===== src/rtl/alu_cmd_ctrl.sv =====
// Command sequencer for the UART ALU.
// Collects a 3-byte command frame (opcode, A, B) from uart_rx, runs one ALU
// operation and streams a 3-byte response (status, result_lo, result_hi) to
// uart_tx. It also provides an inter-byte timeout, a frame-error abort and a
// count of completed commands.
module alu_cmd_ctrl #(
  parameter int unsigned DATA_WIDTH     = 8,
  parameter int unsigned TIMEOUT_CYCLES = 100000
) (
  input  logic                  clk_i,
  input  logic                  rst_i,
  input  logic [DATA_WIDTH-1:0] s_axis_tdata,
  input  logic                  s_axis_tvalid,
  output logic                  s_axis_tready,
  output logic [DATA_WIDTH-1:0] m_axis_tdata,
  output logic                  m_axis_tvalid,
  input  logic                  m_axis_tready,
  input  logic                  rx_frame_error_i,
  output logic                  busy_o,
  output logic                  timeout_o,
  output logic [15:0]           cmd_count_o
);

  localparam int unsigned RW          = 2 * DATA_WIDTH;
  localparam int unsigned CW          = (TIMEOUT_CYCLES > 1) ? $clog2(TIMEOUT_CYCLES) : 1;
  localparam int unsigned TO_LAST_INT = (TIMEOUT_CYCLES > 0) ? TIMEOUT_CYCLES - 1 : 0;
  localparam logic [CW-1:0] TO_LAST   = CW'(TO_LAST_INT);
  localparam bit          TO_EN       = (TIMEOUT_CYCLES != 0);

  localparam logic [DATA_WIDTH-1:0] OP_ADD    = DATA_WIDTH'(0);
  localparam logic [DATA_WIDTH-1:0] OP_SUB    = DATA_WIDTH'(1);
  localparam logic [DATA_WIDTH-1:0] OP_AND    = DATA_WIDTH'(2);
  localparam logic [DATA_WIDTH-1:0] OP_OR     = DATA_WIDTH'(3);
  localparam logic [DATA_WIDTH-1:0] OP_XOR    = DATA_WIDTH'(4);
  localparam logic [DATA_WIDTH-1:0] OP_MUL    = DATA_WIDTH'(5);
  localparam logic [DATA_WIDTH-1:0] ST_OK     = DATA_WIDTH'(0);
  localparam logic [DATA_WIDTH-1:0] ST_BAD_OP = DATA_WIDTH'(1);

  typedef enum logic [2:0] {
    IDLE,
    GET_A,
    GET_B,
    EXEC,
    SEND_STAT,
    SEND_LO,
    SEND_HI
  } state_t;

  state_t                r_state;
  logic [DATA_WIDTH-1:0] r_op;
  logic [DATA_WIDTH-1:0] r_a;
  logic [DATA_WIDTH-1:0] r_b;
  logic [RW-1:0]         r_result;
  logic [DATA_WIDTH-1:0] r_status;
  logic [CW-1:0]         r_to_cnt;
  logic                  r_s_tready;
  logic                  r_m_tvalid;
  logic [DATA_WIDTH-1:0] r_m_tdata;
  logic                  r_busy;
  logic                  r_timeout;
  logic [15:0]           r_cmd_count;

  state_t                w_state_nxt;
  logic [DATA_WIDTH-1:0] w_op_nxt;
  logic [DATA_WIDTH-1:0] w_a_nxt;
  logic [DATA_WIDTH-1:0] w_b_nxt;
  logic [RW-1:0]         w_result_nxt;
  logic [DATA_WIDTH-1:0] w_status_nxt;
  logic [CW-1:0]         w_to_nxt;
  logic                  w_timeout_nxt;
  logic [15:0]           w_count_nxt;
  logic [DATA_WIDTH-1:0] w_tdata_nxt;
  logic [RW-1:0]         w_alu_result;
  logic [DATA_WIDTH-1:0] w_alu_status;
  logic                  w_s_hs;
  logic                  w_m_hs;

  assign w_s_hs = s_axis_tvalid & r_s_tready;
  assign w_m_hs = r_m_tvalid & m_axis_tready;

  // ALU: evaluates the captured frame; consumed only in EXEC
  always_comb begin
    w_alu_result = '0;
    w_alu_status = ST_OK;
    case (r_op)
      OP_ADD:  w_alu_result = RW'(r_a) + RW'(r_b);
      OP_SUB:  w_alu_result = RW'(r_a) - RW'(r_b);
      OP_AND:  w_alu_result = RW'(r_a & r_b);
      OP_OR:   w_alu_result = RW'(r_a | r_b);
      OP_XOR:  w_alu_result = RW'(r_a ^ r_b);
      OP_MUL:  w_alu_result = RW'(r_a) * RW'(r_b);
      default: begin
        w_alu_result = '0;
        w_alu_status = ST_BAD_OP;
      end
    endcase
  end

  // Next-state and datapath update; frame error beats handshake beats timeout
  always_comb begin
    w_state_nxt   = r_state;
    w_op_nxt      = r_op;
    w_a_nxt       = r_a;
    w_b_nxt       = r_b;
    w_result_nxt  = r_result;
    w_status_nxt  = r_status;
    w_to_nxt      = r_to_cnt;
    w_timeout_nxt = 1'b0;
    w_count_nxt   = r_cmd_count;
    case (r_state)
      IDLE: begin
        w_to_nxt = '0;
        if (w_s_hs && !rx_frame_error_i) begin
          w_op_nxt    = s_axis_tdata;
          w_state_nxt = GET_A;
        end
      end
      GET_A, GET_B: begin
        if (rx_frame_error_i) begin
          w_state_nxt = IDLE;
          w_to_nxt    = '0;
        end else if (w_s_hs) begin
          w_to_nxt = '0;
          if (r_state == GET_A) begin
            w_a_nxt     = s_axis_tdata;
            w_state_nxt = GET_B;
          end else begin
            w_b_nxt     = s_axis_tdata;
            w_state_nxt = EXEC;
          end
        end else if (TO_EN && (r_to_cnt == TO_LAST)) begin
          w_state_nxt   = IDLE;
          w_to_nxt      = '0;
          w_timeout_nxt = 1'b1;
        end else if (TO_EN) begin
          w_to_nxt = r_to_cnt + CW'(1);
        end
      end
      EXEC: begin
        w_result_nxt = w_alu_result;
        w_status_nxt = w_alu_status;
        w_state_nxt  = SEND_STAT;
      end
      SEND_STAT: if (w_m_hs) w_state_nxt = SEND_LO;
      SEND_LO:   if (w_m_hs) w_state_nxt = SEND_HI;
      SEND_HI: begin
        if (w_m_hs) begin
          w_state_nxt = IDLE;
          w_count_nxt = r_cmd_count + 16'd1;
          w_to_nxt    = '0;
        end
      end
      default: w_state_nxt = IDLE;
    endcase
  end

  // Output byte is chosen from the next state so tdata is registered with tvalid
  always_comb begin
    w_tdata_nxt = '0;
    case (w_state_nxt)
      SEND_STAT: w_tdata_nxt = w_status_nxt;
      SEND_LO:   w_tdata_nxt = w_result_nxt[DATA_WIDTH-1:0];
      SEND_HI:   w_tdata_nxt = w_result_nxt[RW-1:DATA_WIDTH];
      default:   w_tdata_nxt = '0;
    endcase
  end

  // State, datapath and registered handshake/status outputs
  always_ff @(posedge clk_i) begin
    if (rst_i) begin
      r_state     <= IDLE;
      r_op        <= '0;
      r_a         <= '0;
      r_b         <= '0;
      r_result    <= '0;
      r_status    <= '0;
      r_to_cnt    <= '0;
      r_s_tready  <= 1'b0;
      r_m_tvalid  <= 1'b0;
      r_m_tdata   <= '0;
      r_busy      <= 1'b0;
      r_timeout   <= 1'b0;
      r_cmd_count <= '0;
    end else begin
      r_state     <= w_state_nxt;
      r_op        <= w_op_nxt;
      r_a         <= w_a_nxt;
      r_b         <= w_b_nxt;
      r_result    <= w_result_nxt;
      r_status    <= w_status_nxt;
      r_to_cnt    <= w_to_nxt;
      r_s_tready  <= (w_state_nxt == IDLE) || (w_state_nxt == GET_A) || (w_state_nxt == GET_B);
      r_m_tvalid  <= (w_state_nxt == SEND_STAT) || (w_state_nxt == SEND_LO) ||
                     (w_state_nxt == SEND_HI);
      r_m_tdata   <= w_tdata_nxt;
      r_busy      <= (w_state_nxt != IDLE);
      r_timeout   <= w_timeout_nxt;
      r_cmd_count <= w_count_nxt;
    end
  end

  assign s_axis_tready = r_s_tready;
  assign m_axis_tvalid = r_m_tvalid;
  assign m_axis_tdata  = r_m_tdata;
  assign busy_o        = r_busy;
  assign timeout_o     = r_timeout;
  assign cmd_count_o   = r_cmd_count;

endmodule

===== config.mk =====
export PLATFORM = sky130hd
export DESIGN_NAME = alu_cmd_ctrl
export DESIGN_NICKNAME = d
export VERILOG_FILES = /design/src/rtl/alu_cmd_ctrl.sv
export SDC_FILE = /design/constraint.sdc
export NUM_CORES = 1
export LEC_CHECK = 0
export ABC_AREA = 1
export BUFFER_PORTS_ARGS = -buffer_cell sky130_fd_sc_hd__buf_2
export CAP_MARGIN = 20
export CORE_MARGIN = 5
export CORE_UTILIZATION = 35
export CTS_BUF_LIST = sky130_fd_sc_hd__clkbuf_16
export CTS_CLUSTER_DIAMETER = 60
export DETAILED_ROUTE_END_ITERATION = 8
export GPL_TIMING_DRIVEN = 0
export PLACE_DENSITY = 0.58
export REMOVE_ABC_BUFFERS = 1
export SETUP_SLACK_MARGIN = 0.02
export SYNTH_ARGS = -nofsm -noshare
export SYNTH_HDL_FRONTEND = slang
export SYNTH_SLANG_ARGS = --single-unit
export TNS_END_PERCENT = 50

===== constraint.sdc =====
create_clock -name clk_i -period 5 [get_ports clk_i]
set_clock_uncertainty 0.1 [all_clocks]
set_input_delay 0.25 -clock clk_i [delete_from_list [all_inputs] [get_ports clk_i]]
set_output_delay 0.25 -clock clk_i [all_outputs]
set_load 0.02 [all_outputs]

---- Word level (Yosys, flattened, before mapping) ----
Index checks and enable logic that the tools add are counted.
cells by class
  add/subtract/negate cells ............... 4
  multiply operators ...................... 1
  eq/ne operators ......................... 18
  muxes and demuxes ....................... 20
  bitwise operators ....................... 8
  reductions and logical operators ........ 19
operator list
  operator               count
  $pmux 16 s6            1
  $mux 17                4
  $pmux 17 s3            1
  $pmux 8 s3             1
  $mux 3                 7
  $eq 3x3->1 const B     6
  $pmux 3 s6             1
  $add 17x1->17 const B  1
  $eq 17x17->1 const B   1
  $add 16x1->16 const B  1
  $eq 8x2->1 const B     2
  $eq 8x3->1 const B     2
  $mul 8x8->16           1
  $mux 16                1
  $add 8x8->9            1
  $eq 3x2->1 const B     3
  $sub 8x8->9            1
  $and 8x8->8            1
  $eq 8x1->1 const B     1
  $logic_not 8->1        1
  $mux 8                 1
  $or 8x8->8             1
  $reduce_and 4->1       2
  $xor 8x8->8            1
  14 further kinds       27
storage, ports and cells
  flip-flop bits (word level) ............. 96
  output and inout bits ................... 28
  word-level logic and storage cells ...... 83

---- Logic depth before layout (Yosys ltp) ----
Gate-level depths: netlist of run 1.
  word-level depth ........................ 8
  mapped depth ............................ 27
  gate-level depth less buffers ........... 26

---- Worst setup path before layout of run 1 ----
Ideal clock, no wire load.
  path type ............................... flip-flop to flip-flop
  from .................................... register r_a[1]
  to ...................................... register r_m_tdata[2] (netlist: m_axis_tdata[2])
  setup time .............................. 128 ps
  arrival ................................. 4,212 ps
  required time ........................... 4,772 ps
  slack ................................... 560 ps
  stages on the path, launching flop included .. 22
  path through ............................ dfxtp_1 > clkbuf_1 > nand2_1 > fa_1 > fa_1 > inv_1 > fa_1 > inv_1 > fa_1 > inv_1 > ha_1 > nand2_1 > nand2_1 > nand2_1 > nand3_1 > or2_2 > nand3_1 > nand2_2 > nand3_1 > nand2_1 > nor2_1 > nor2_1
on the way
  longest elaborated chain between the ends .. 4
ends and longest elaborated chain
  what                                  RTL line  text
  from (decl)                           51        logic [DATA_WIDTH-1:0] r_a;
  from (signal assigned)                187       r_a <= w_a_nxt;
  $mul 8x8->16 (tied with other cells)  91        OP_MUL: w_alu_result = RW'(r_a) * RW'(r_b);
  $pmux 16 s6 (*)                       85        case (r_op)
  $mux 16 (*)                           110       case (r_state)
  $pmux 8 s3 (*)                        160       case (w_state_nxt)
  to (signal assigned)                  195       r_m_tdata <= w_tdata_nxt;
  to (decl)                             58        logic [DATA_WIDTH-1:0] r_m_tdata;
Mark *: on every way between the ends. The rest lies on a longest branch, timed or not.
A chain may end at the register's enable or synchronous reset.

---- Worst setup path in the final report of run 1 ----
  from .................................... register r_b[7]
  to ...................................... register r_m_tdata[2] (netlist: m_axis_tdata[2])
on the way
  longest elaborated chain between the ends .. 4
ends and longest elaborated chain
  what                                                RTL line  text
  from (decl)                                         52        logic [DATA_WIDTH-1:0] r_b;
  from (signal assigned)                              188       r_b <= w_b_nxt;
  $mul 8x8->16 / $sub 8x8->9 (equally long branches)  91, 87
  $pmux 16 s6 (*)                                     85
  $mux 16 (*)                                         110
  $pmux 8 s3 (*)                                      160
Marked as above.

==> summary.txt, run 1 <==
Synth Area per Inst = 6.83 sq um
R2R cell count = 20
Die Ht = 160 um
CTS max path bufs = 2
synth unique cells = 54
Initial Util = 35.8%
clock transition at the registers of the reported paths = 0.07 ns
# port buffers = 40
Pleak = 4.46 nW
Startpoint Class = register
Layout Utilization = 39.0%
Hold Buf Count CTS = 0
Routability Congestion = 0.899
Place WS = 0.0763 ns
Placeable Area = 22000 sq um
sequential area share after synthesis = 24.4%
Final WS setup = 0.304 ns
largest cells by area after synthesis = dfxtp_1, nand2_1, inv_1
Die X = 160 um
Overflow after GRT = 0
fin crit share = 93.9%
vias in the first global route = 6858
Rows = 54
top-count cell post-synth = nand2_1
Post-synth top flop = dfxtp_1
Nets = 1278
Vias = 6977
largest net degree at the start of global routing = 47
setup TNS = 0 ns
Slew @ Worst Pin = 0.922 ns
Setup Crit Path Kind = register to register
Non-Filler Instances = 1450
H-tree depth reported by CTS = 3
Worst EP required = 5.10 ns
die area = 25600 sq um
status = complete, no violations
cell count after synthesis = 1153
RSZ-0062 raised after global routing = no
post-layout minimum cycle time = 4.70 ns
top cell type's share of synthesized area = 24.4%
Yosys Warn Count = 0
CTS Buf Count = 9
number of antenna violations at the first check in global routing = 0
First-pass DRT Iterations = 5
peak supply drop = 0.000192 V
Max Clk Rate = 213 MHz
CP Capture Type = register
P&R area growth vs syn = 8.92%
antenna viol nets, final = 0
Wirelength per Cell = 13.6 um
Ant. Diodes = 0
first-pass GRT wire length = 33500 um
# setup viols final = 0
final hold vios = 0
CTS root buf = clkbuf_16
Max FO, Critical Path = 9
Initial DRC Count = 421
pwr/cell area = 184 nW/um^2
Hold Path Cell Cnt = 3
WL final = 19700 um
Final HPWL DP = 15400 um
Total GRT Usage = 15.6%
clk sink count = 96
design area = 8570 sq um
Skew-Pair Late Insertion Delay = 0.35 ns
dpl cells = 1434
commonest cells in the netlist = nand2_1, inv_1, dfxtp_1
post-place instance area = 8260 sq um
max_cap viols = 0
DRC viols = 0
Synth area leader = dfxtp_1
post_cts resized = 0
TritonCTS clock tree = yes
layout cell share with drive strength beyond 1 = 10.5%
Max Transition Viols Final = 0
Post-synth EDFFs = 0
Relative slew margins = 38.6%
Seq cells post-synth = 96
min-delay worst type = input pin to register
I/O pin cnt = 41
Mapped Area = 7870 sq um
ys async rst share = 0%
CP arrival = 4.80 ns
vias per inst = 4.81
postcts setup bufs = 0
## path summary, 6_finish.rpt
path	from	to	slack [ns]
setup / recovery	r_b[7]	m_axis_tdata[2]	0.30
hold / removal	s_axis_tdata[4]	r_a[4]	0.11
setup reg to reg	r_b[7]	m_axis_tdata[2]	0.30
hold reg to reg	r_status[5]	r_status[5]	0.35
## critical path, cell delays in order (launching register included)
cell and delay, ns:
dfxtp_1 0.56, nand2_1 0.14, fa_1 0.52, fa_1 0.55
inv_1 0.06, fa_1 0.52, inv_1 0.06, fa_1 0.52
inv_1 0.04, ha_1 0.34, nand2_1 0.09, nand2_1 0.07
nand2_1 0.09, nand3_1 0.11, or2_2 0.29, nand3_1 0.09
nand2_2 0.06, nand3_1 0.07, nand2_1 0.06, nor2_1 0.14
nor2_1 0.06
## layout make-up
type	instances	area, sq um
repair buffers	42	243
inverters	235	888
clock buffers	9	225
multi-input cells	781	4860
clock inverters	7	76.3
well taps	280	350
flip-flops and latches	96	1930
fillers	2330	13400
## per-stage QoR
step	total power, mW	hold slack (ns)
floorplan	0.847	0.219
global placement	0.880	0.333
detailed placement	0.883	0.339
CTS	1.60	0.102
global route	1.65	0.144
finish	1.58	0.115
## routing by layer
| metal | vias to the layer above | track usage (%) | wire length, um |
|---|---|---|---|
| li1 | 3609 | - | - |
| met1 | 3202 | 21.6 | 9610 |
| met2 | 144 | 26.1 | 9000 |
| met3 | 22 | 2.11 | 834 |
| met4 | 0 | 3.72 | 267 |
| met5 | - | 0 | 0 |
## registers in the layout (all words and copies together) (netlist names)
name,flops
r_to_cnt,17
cmd_count_o,16
r_result,16
m_axis_tdata,8
r_a,8
r_b,8
r_op,8
r_status,8
r_state,3
busy_o,1
m_axis_tvalid,1
s_axis_tready,1
timeout_o,1
## layout by cell type (no fill, tap or decap), types with 3 or more instances in the layout
cell type  netlist  final
nand2_1        271    271
inv_1          220    220
nor2_1          93     93
dfxtp_1         96     89
nand3_1         88     88
a21oi_1         67     67
ha_1            62     62
o21ai_0         48     48
buf_2            8     40
fa_1            38     38
nand4_1         18     18
nor3_1          18     18
inv_2           12     12
clkbuf_16        0      9
or2_2            8      8
nand2_2          7      7
xor2_1           7      7
dfxtp_2          0      7
xnor2_1          5      5
nor3_4           3      3
o21bai_1         3      3
nand3b_1         3      3
nor3_2           3      3
nor2_4           3      3
nor4_1           3      3
## logic make-up (layout without fill, tap and decap cells)
| kind of cell | Yosys count | count (layout) | share of synthesized area (%) |
|---|---|---|---|
| compound gates | 136 | 136 | 9.73 |
| mux | 1 | 1 | 0.127 |
| simple gates | 532 | 532 | 31.0 |
| buf+inv | 276 | 293 | 13.8 |
| fa+ha+maj | 100 | 100 | 19.5 |
| xor+xnor | 12 | 12 | 1.34 |
| flops | 96 | 96 | 24.4 |
## power by group
group          switching [mW]  leakage [nW]  internal [mW]
logic                  0.0655          3.53         0.0247
clock network           0.322         0.150          0.394
registers             0.00552         0.778          0.769
total                   0.393          4.46           1.19
(Power assumes the default switching activity.)
==> run 2, diff against run 1 <==
--- a/config.mk
+++ b/config.mk
@@ -8,13 +8,15 @@
 export ABC_AREA = 1
 export BUFFER_PORTS_ARGS = -buffer_cell sky130_fd_sc_hd__buf_2
 export CAP_MARGIN = 20
+export CELL_PAD_IN_SITES_DETAIL_PLACEMENT = 2
+export CELL_PAD_IN_SITES_GLOBAL_PLACEMENT = 2
 export CORE_MARGIN = 5
 export CORE_UTILIZATION = 35
 export CTS_BUF_LIST = sky130_fd_sc_hd__clkbuf_16
 export CTS_CLUSTER_DIAMETER = 60
 export DETAILED_ROUTE_END_ITERATION = 8
 export GPL_TIMING_DRIVEN = 0
-export PLACE_DENSITY = 0.58
+export PLACE_DENSITY = 0.87
 export REMOVE_ABC_BUFFERS = 1
 export SETUP_SLACK_MARGIN = 0.02
 export SYNTH_ARGS = -nofsm -noshare
==> summary.txt, run 2 (synthesis gave the netlist of run 1 again) <==
NetSw = 0.420 mW
number of antenna violations at the first check in global routing = 0
Relative slew margins = 31.7%
r2r endpoint = m_axis_tdata[2]
Critical Path Max Stage Delay = 0.58 ns
most common cell after layout, fill and taps aside = nand2_1
CTS root buf = clkbuf_16
most frequent cells in the layout = nand2_1, inv_1, nor2_1
Overflow after GRT = 0
die area = 25600 sq um
max reg flops = 17
RSZ-0062 raised after global routing = no
Hold Buf Count CTS = 0
Worst R2R Start = r_a[2]
worst path bufs/invs = 2
Wirelength per Cell = 19.6 um
First-pass DRT Iterations = 4
CP Capture Type = register
largest net degree at the start of global routing = 47
crit-path cells = ha_1, fa_1, fa_1, ha_1, inv_1, fa_1, inv_1, ha_1, a21oi_1, nand2_1, nand2_1, nand3_1, or2_2, nand3_1, nand2_2, nand3_1, nand2_1, nor2_1, nor2_1
final hold vios = 0
Startpoint Class = register
min-delay src = s_axis_tdata[1]
sw frac = 26.2%
Die Ht = 160 um
Initial DRC Count = 342
CTS Buf Count = 9
CP arrival = 4.83 ns
Die X = 160 um
I/O pin cnt = 41
Skew-Pair Late Insertion Delay = 0.36 ns
clk sink count = 96
DRC viols = 0
Vias = 7544
r2r setup slk = 0.29 ns
antenna viol nets, final = 0
largest register by flop count = r_to_cnt
Clk pwr share = 45.7%
Rows = 54
Crit-path slowest cell = fa_1
max_cap viols = 0
Worst EP required = 5.12 ns
CP top delay family = adder cells
min-delay worst type = input pin to register
setup TNS = 0 ns
WL final = 28500 um
P_int = 1.18 mW
H-tree depth reported by CTS = 3
Setup Crit Path Kind = register to register
vias per inst = 5.19
Initial Util = 35.8%
fin crit share = 94.3%
P&R area growth vs syn = 9.95%
CTS max path bufs = 2
Routability Congestion = 0.838
Non-Filler Instances = 1454
first-pass GRT wire length = 45300 um
Slew @ Worst Pin = 1.03 ns
R2R cell count = 19
Total GRT Usage = 22.1%
layout cell share with drive strength beyond 1 = 11.7%
# port buffers = 40
Nets = 1282
peak supply drop = 0.000155 V
Hold Path Cell Cnt = 3
Final HPWL DP = 22200 um
dpl cells = 1433
Max Clk Rate = 212 MHz
Ant. Diodes = 0
Max FO, Critical Path = 10
sequential fraction of design power = 48.2%
status = complete, no violations
Pleak = 4.47 nW
clock transition at the registers of the reported paths = 0.07 ns
Worst Hold Path EP = r_op[1]
post-layout minimum cycle time = 4.71 ns
vias in the first global route = 8539
Placeable Area = 22000 sq um
TritonCTS clock tree = yes
Max Transition Viols Final = 0
# setup viols final = 0
pwr/cell area = 185 nW/um^2
Gate power share = 6.1%
[run 2: stage by stage]
step / power (mW) / hold slack, ns / area, sq um / utilization [%] / setup slack, ns
floorplan: 0.847 / 0.219 / 7670 / - / 0.691
global placement: 0.881 / 0.334 / 8220 / 37.4 / 0.160
detailed placement: 0.886 / 0.344 / 8250 / 37.6 / -0.0648
CTS: 1.62 / 0.0986 / 8550 / 38.9 / 0.0404
global route: 1.65 / 0.122 / 8650 / 39.4 / 0.0446
finish: 1.60 / 0.107 / 8650 / 39.4 / 0.286
[run 2: worst min-delay path: stages]
cell and delay, ns:
buf_2 0.09, o21ai_0 0.08, a21oi_1 0.11
[run 2: layer usage]
layer	part of all wire [%]	vias up	track usage [%]
met1	43	3780	26.8
met5	0	-	0
met4	2.7	0	6.88
li1	-	3612	-
met2	51	110	40.1
met3	3.3	42	3.32
[run 2: worst max-delay path by stage]
stage,slack [ns],from,depth (start not counted),end
after floorplan,0.69,r_a[1],20,m_axis_tdata[2]
after global placement,0.16,r_a[1],20,m_axis_tdata[2]
after detailed placement,-0.06,r_a[1],22,m_axis_tdata[7]
after CTS,0.04,r_a[0],22,m_axis_tdata[7]
after global routing,0.04,r_a[1],22,m_axis_tdata[7]
final,0.29,r_a[2],19,m_axis_tdata[2]
[run 2: repair_timing]
item                       in CTS  in global routing
setup endpoints to repair       3                  6
resized for setup               4                 21
hold endpoints to repair        0                  0
gates cloned                    0                  0
buffers inserted                0                  4
[run 2: area by class of cell]
| class | count | area (sq um) |
|---|---|---|
| Clock buffer | 9 | 225 |
| Clock inverter | 7 | 71.3 |
| Fill cell | 2648 | 13300 |
| Inverter | 235 | 888 |
| Multi-Input combinational cell | 781 | 4880 |
| Sequential cell | 96 | 1950 |
| Tap cell | 280 | 350 |
| Timing Repair Buffer | 46 | 285 |
[run 2: power by group through the flow]
stage                     Sequential, mW  Combinational [mW]  Clock [mW]
after floorplan                    0.792              0.0548           0
after global placement             0.793              0.0882           0
after detailed placement           0.793              0.0930           0
after CTS                          0.775              0.0933       0.750
after global routing               0.773               0.106       0.773
final                              0.772              0.0970       0.732
==> run 3, diff against run 2 <==
==> constraint.sdc (replaced) <==
create_clock -name clk_i -period 5.5 [get_ports clk_i]
set_clock_uncertainty 0.1 [all_clocks]
set_input_delay 0.275 -clock clk_i [delete_from_list [all_inputs] [get_ports clk_i]]
set_output_delay 0.275 -clock clk_i [all_outputs]
set_load 0.02 [all_outputs]
==> summary.txt, run 3 (synthesis gave the netlist of run 1 again) <==
status = complete, no violations
die area = 25600 sq um
CP Capture Type = register
Initial DRC Count = 387
postcts setup bufs = 0
DRC viols = 0
P&R area growth vs syn = 8.90%
Pleak = 4.45 nW
worst path bufs/invs = 4
Die X = 160 um
M1 GR Usage = 26.8%
RSZ-0062 raised after global routing = no
Rows = 54
# port buffers = 40
layout cell share with drive strength beyond 1 = 9.83%
CTS root buf = clkbuf_16
First-pass DRT Iterations = 4
Slew @ Worst Pin = 1.02 ns
largest register by flop count = r_to_cnt
TritonCTS clock tree = yes
Setup Crit Path Kind = register to register
post-layout minimum cycle time = 5.07 ns
setup TNS = 0 ns
most common cell after layout, fill and taps aside = nand2_1
# setup viols final = 0
Relative slew margins = 31.9%
largest net degree at the start of global routing = 47
clock transition at the registers of the reported paths = 0.08 ns
max_cap viols = 0
Final HPWL DP = 22200 um
crit-path cells = ha_1, fa_1, ha_1, inv_1, fa_1, fa_1, inv_1, ha_1, nand2_1, nand2_1, inv_1, nand2_1, nand3_1, nand3_1, nand2_1, nand3_1, nand2_1, nand2_1, nand2_1, nand2_1, nand3_1, nand2_1, inv_1
Max FO, Critical Path = 9
Die Ht = 160 um
Max Clk Rate = 197 MHz
sw frac = 26.1%
vias per inst = 5.20
Clk pwr share = 45.7%
Gate power share = 6.0%
met2 global-route usage = 40.1%
Total GRT Usage = 22.1%
Skew-Pair Late Insertion Delay = 0.36 ns
first-pass GRT wire length = 45300 um
post_cts resized = 0
Placeable Area = 22000 sq um
Layout Utilization = 39.0%
GR met3 Demand/Resource = 3.32%
P_int = 1.08 mW
Initial Util = 35.8%
CP most frequent cell = nand2_1
WL final = 28200 um
Overflow after GRT = 0
number of antenna violations at the first check in global routing = 0
max reg flops = 17
peak supply drop = 0.000138 V
I/O pin cnt = 41
fin crit share = 92.2%
CP arrival = 5.21 ns
Vias = 7534
H-tree depth reported by CTS = 3
Hold Buf Count CTS = 0
grt peak-use layer = met2
CP top delay family = adder cells
CTS max path bufs = 2
vias in the first global route = 8539
sequential fraction of design power = 48.4%
Ant. Diodes = 0
Worst EP required = 5.64 ns
most frequent cells in the layout = nand2_1, inv_1, dfxtp_1
Routability Congestion = 0.838
Startpoint Class = register
fill count = 2671
antenna viol nets, final = 0
NetSw = 0.381 mW
Wirelength per Cell = 19.4 um
Crit-path slowest cell = dfxtp_1
Max Transition Viols Final = 0
final hold vios = 0
clk sink count = 96
CTS Buf Count = 9
Nets = 1278
min-delay worst type = input pin to register
pwr/cell area = 170 nW/um^2
Critical Path Max Stage Delay = 0.65 ns
[run 3: cell types whose count changed in the layout (fill, tap and decap cells not counted)]
cell and change:
dfxtp_1 +14, dfxtp_4 -6, buf_4 -4, ha_4 -1, dfxtp_2 -8, ha_2 -3
ha_1 +4
[run 3: worst paths after layout]
path                            cells after the start             from  slack (ns)         endpoint
worst max register to register                     23           r_b[3]        0.43  m_axis_tdata[7]
worst max-delay path                               23           r_b[3]        0.43  m_axis_tdata[7]
worst min-delay path                                3  s_axis_tdata[0]        0.13          r_op[0]
worst min register to register                      2          r_op[4]        0.35          r_op[4]
[run 3: per-stage QoR]
step | total power, mW | instances | worst slack (ns) | instance area, sq um | hold slack (ns)
after global placement | 0.801 | 1432 | 0.660 | 8220 | 0.334
after CTS | 1.47 | 1449 | 0.388 | 8540 | 0.124
after detailed placement | 0.805 | 1433 | 0.435 | 8250 | 0.344
final | 1.46 | 1450 | 0.428 | 8570 | 0.133
after global routing | 1.50 | 1450 | 0.0534 | 8570 | 0.147
after floorplan | 0.770 | 1112 | 1.19 | 7670 | 0.244
[run 3: area by class of cell]
type	count	area [sq um]	area share, %
Multi-Input combinational cell	781	4860	56.7
Sequential cell	96	1920	22.4
Inverter	235	888	10.4
Tap cell	280	350	4.09
Timing Repair Buffer	42	255	2.98
Clock buffer	9	225	2.63
Clock inverter	7	71.3	0.832
[run 3: power by group through the flow]
stage               Combinational (mW)  Clock [mW]  Sequential, mW
finish                          0.0868       0.666           0.704
global route                    0.0952       0.703           0.705
CTS                             0.0849       0.682           0.704
detailed placement              0.0845           0           0.721
global placement                0.0801           0           0.721
floorplan                       0.0498           0           0.720
[run 3: per-layer routing]
layer	vias up	share of wire (%)
met5	-	0
met4	0	2.7
met3	40	2.9
met2	118	51
met1	3776	43
li1	3600	-
[run 3: worst register-to-register path, stage by stage, from the launching register on]
cell	delay, ns
dfxtp_1	0.65
ha_1	0.46
fa_1	0.51
ha_1	0.30
inv_1	0.05
fa_1	0.50
fa_1	0.55
inv_1	0.04
ha_1	0.44
nand2_1	0.10
nand2_1	0.11
inv_1	0.07
nand2_1	0.14
nand3_1	0.13
nand3_1	0.10
nand2_1	0.05
nand3_1	0.09
nand2_1	0.07
nand2_1	0.07
nand2_1	0.06
nand2_1	0.08
nand3_1	0.10
nand2_1	0.10
inv_1	0.07
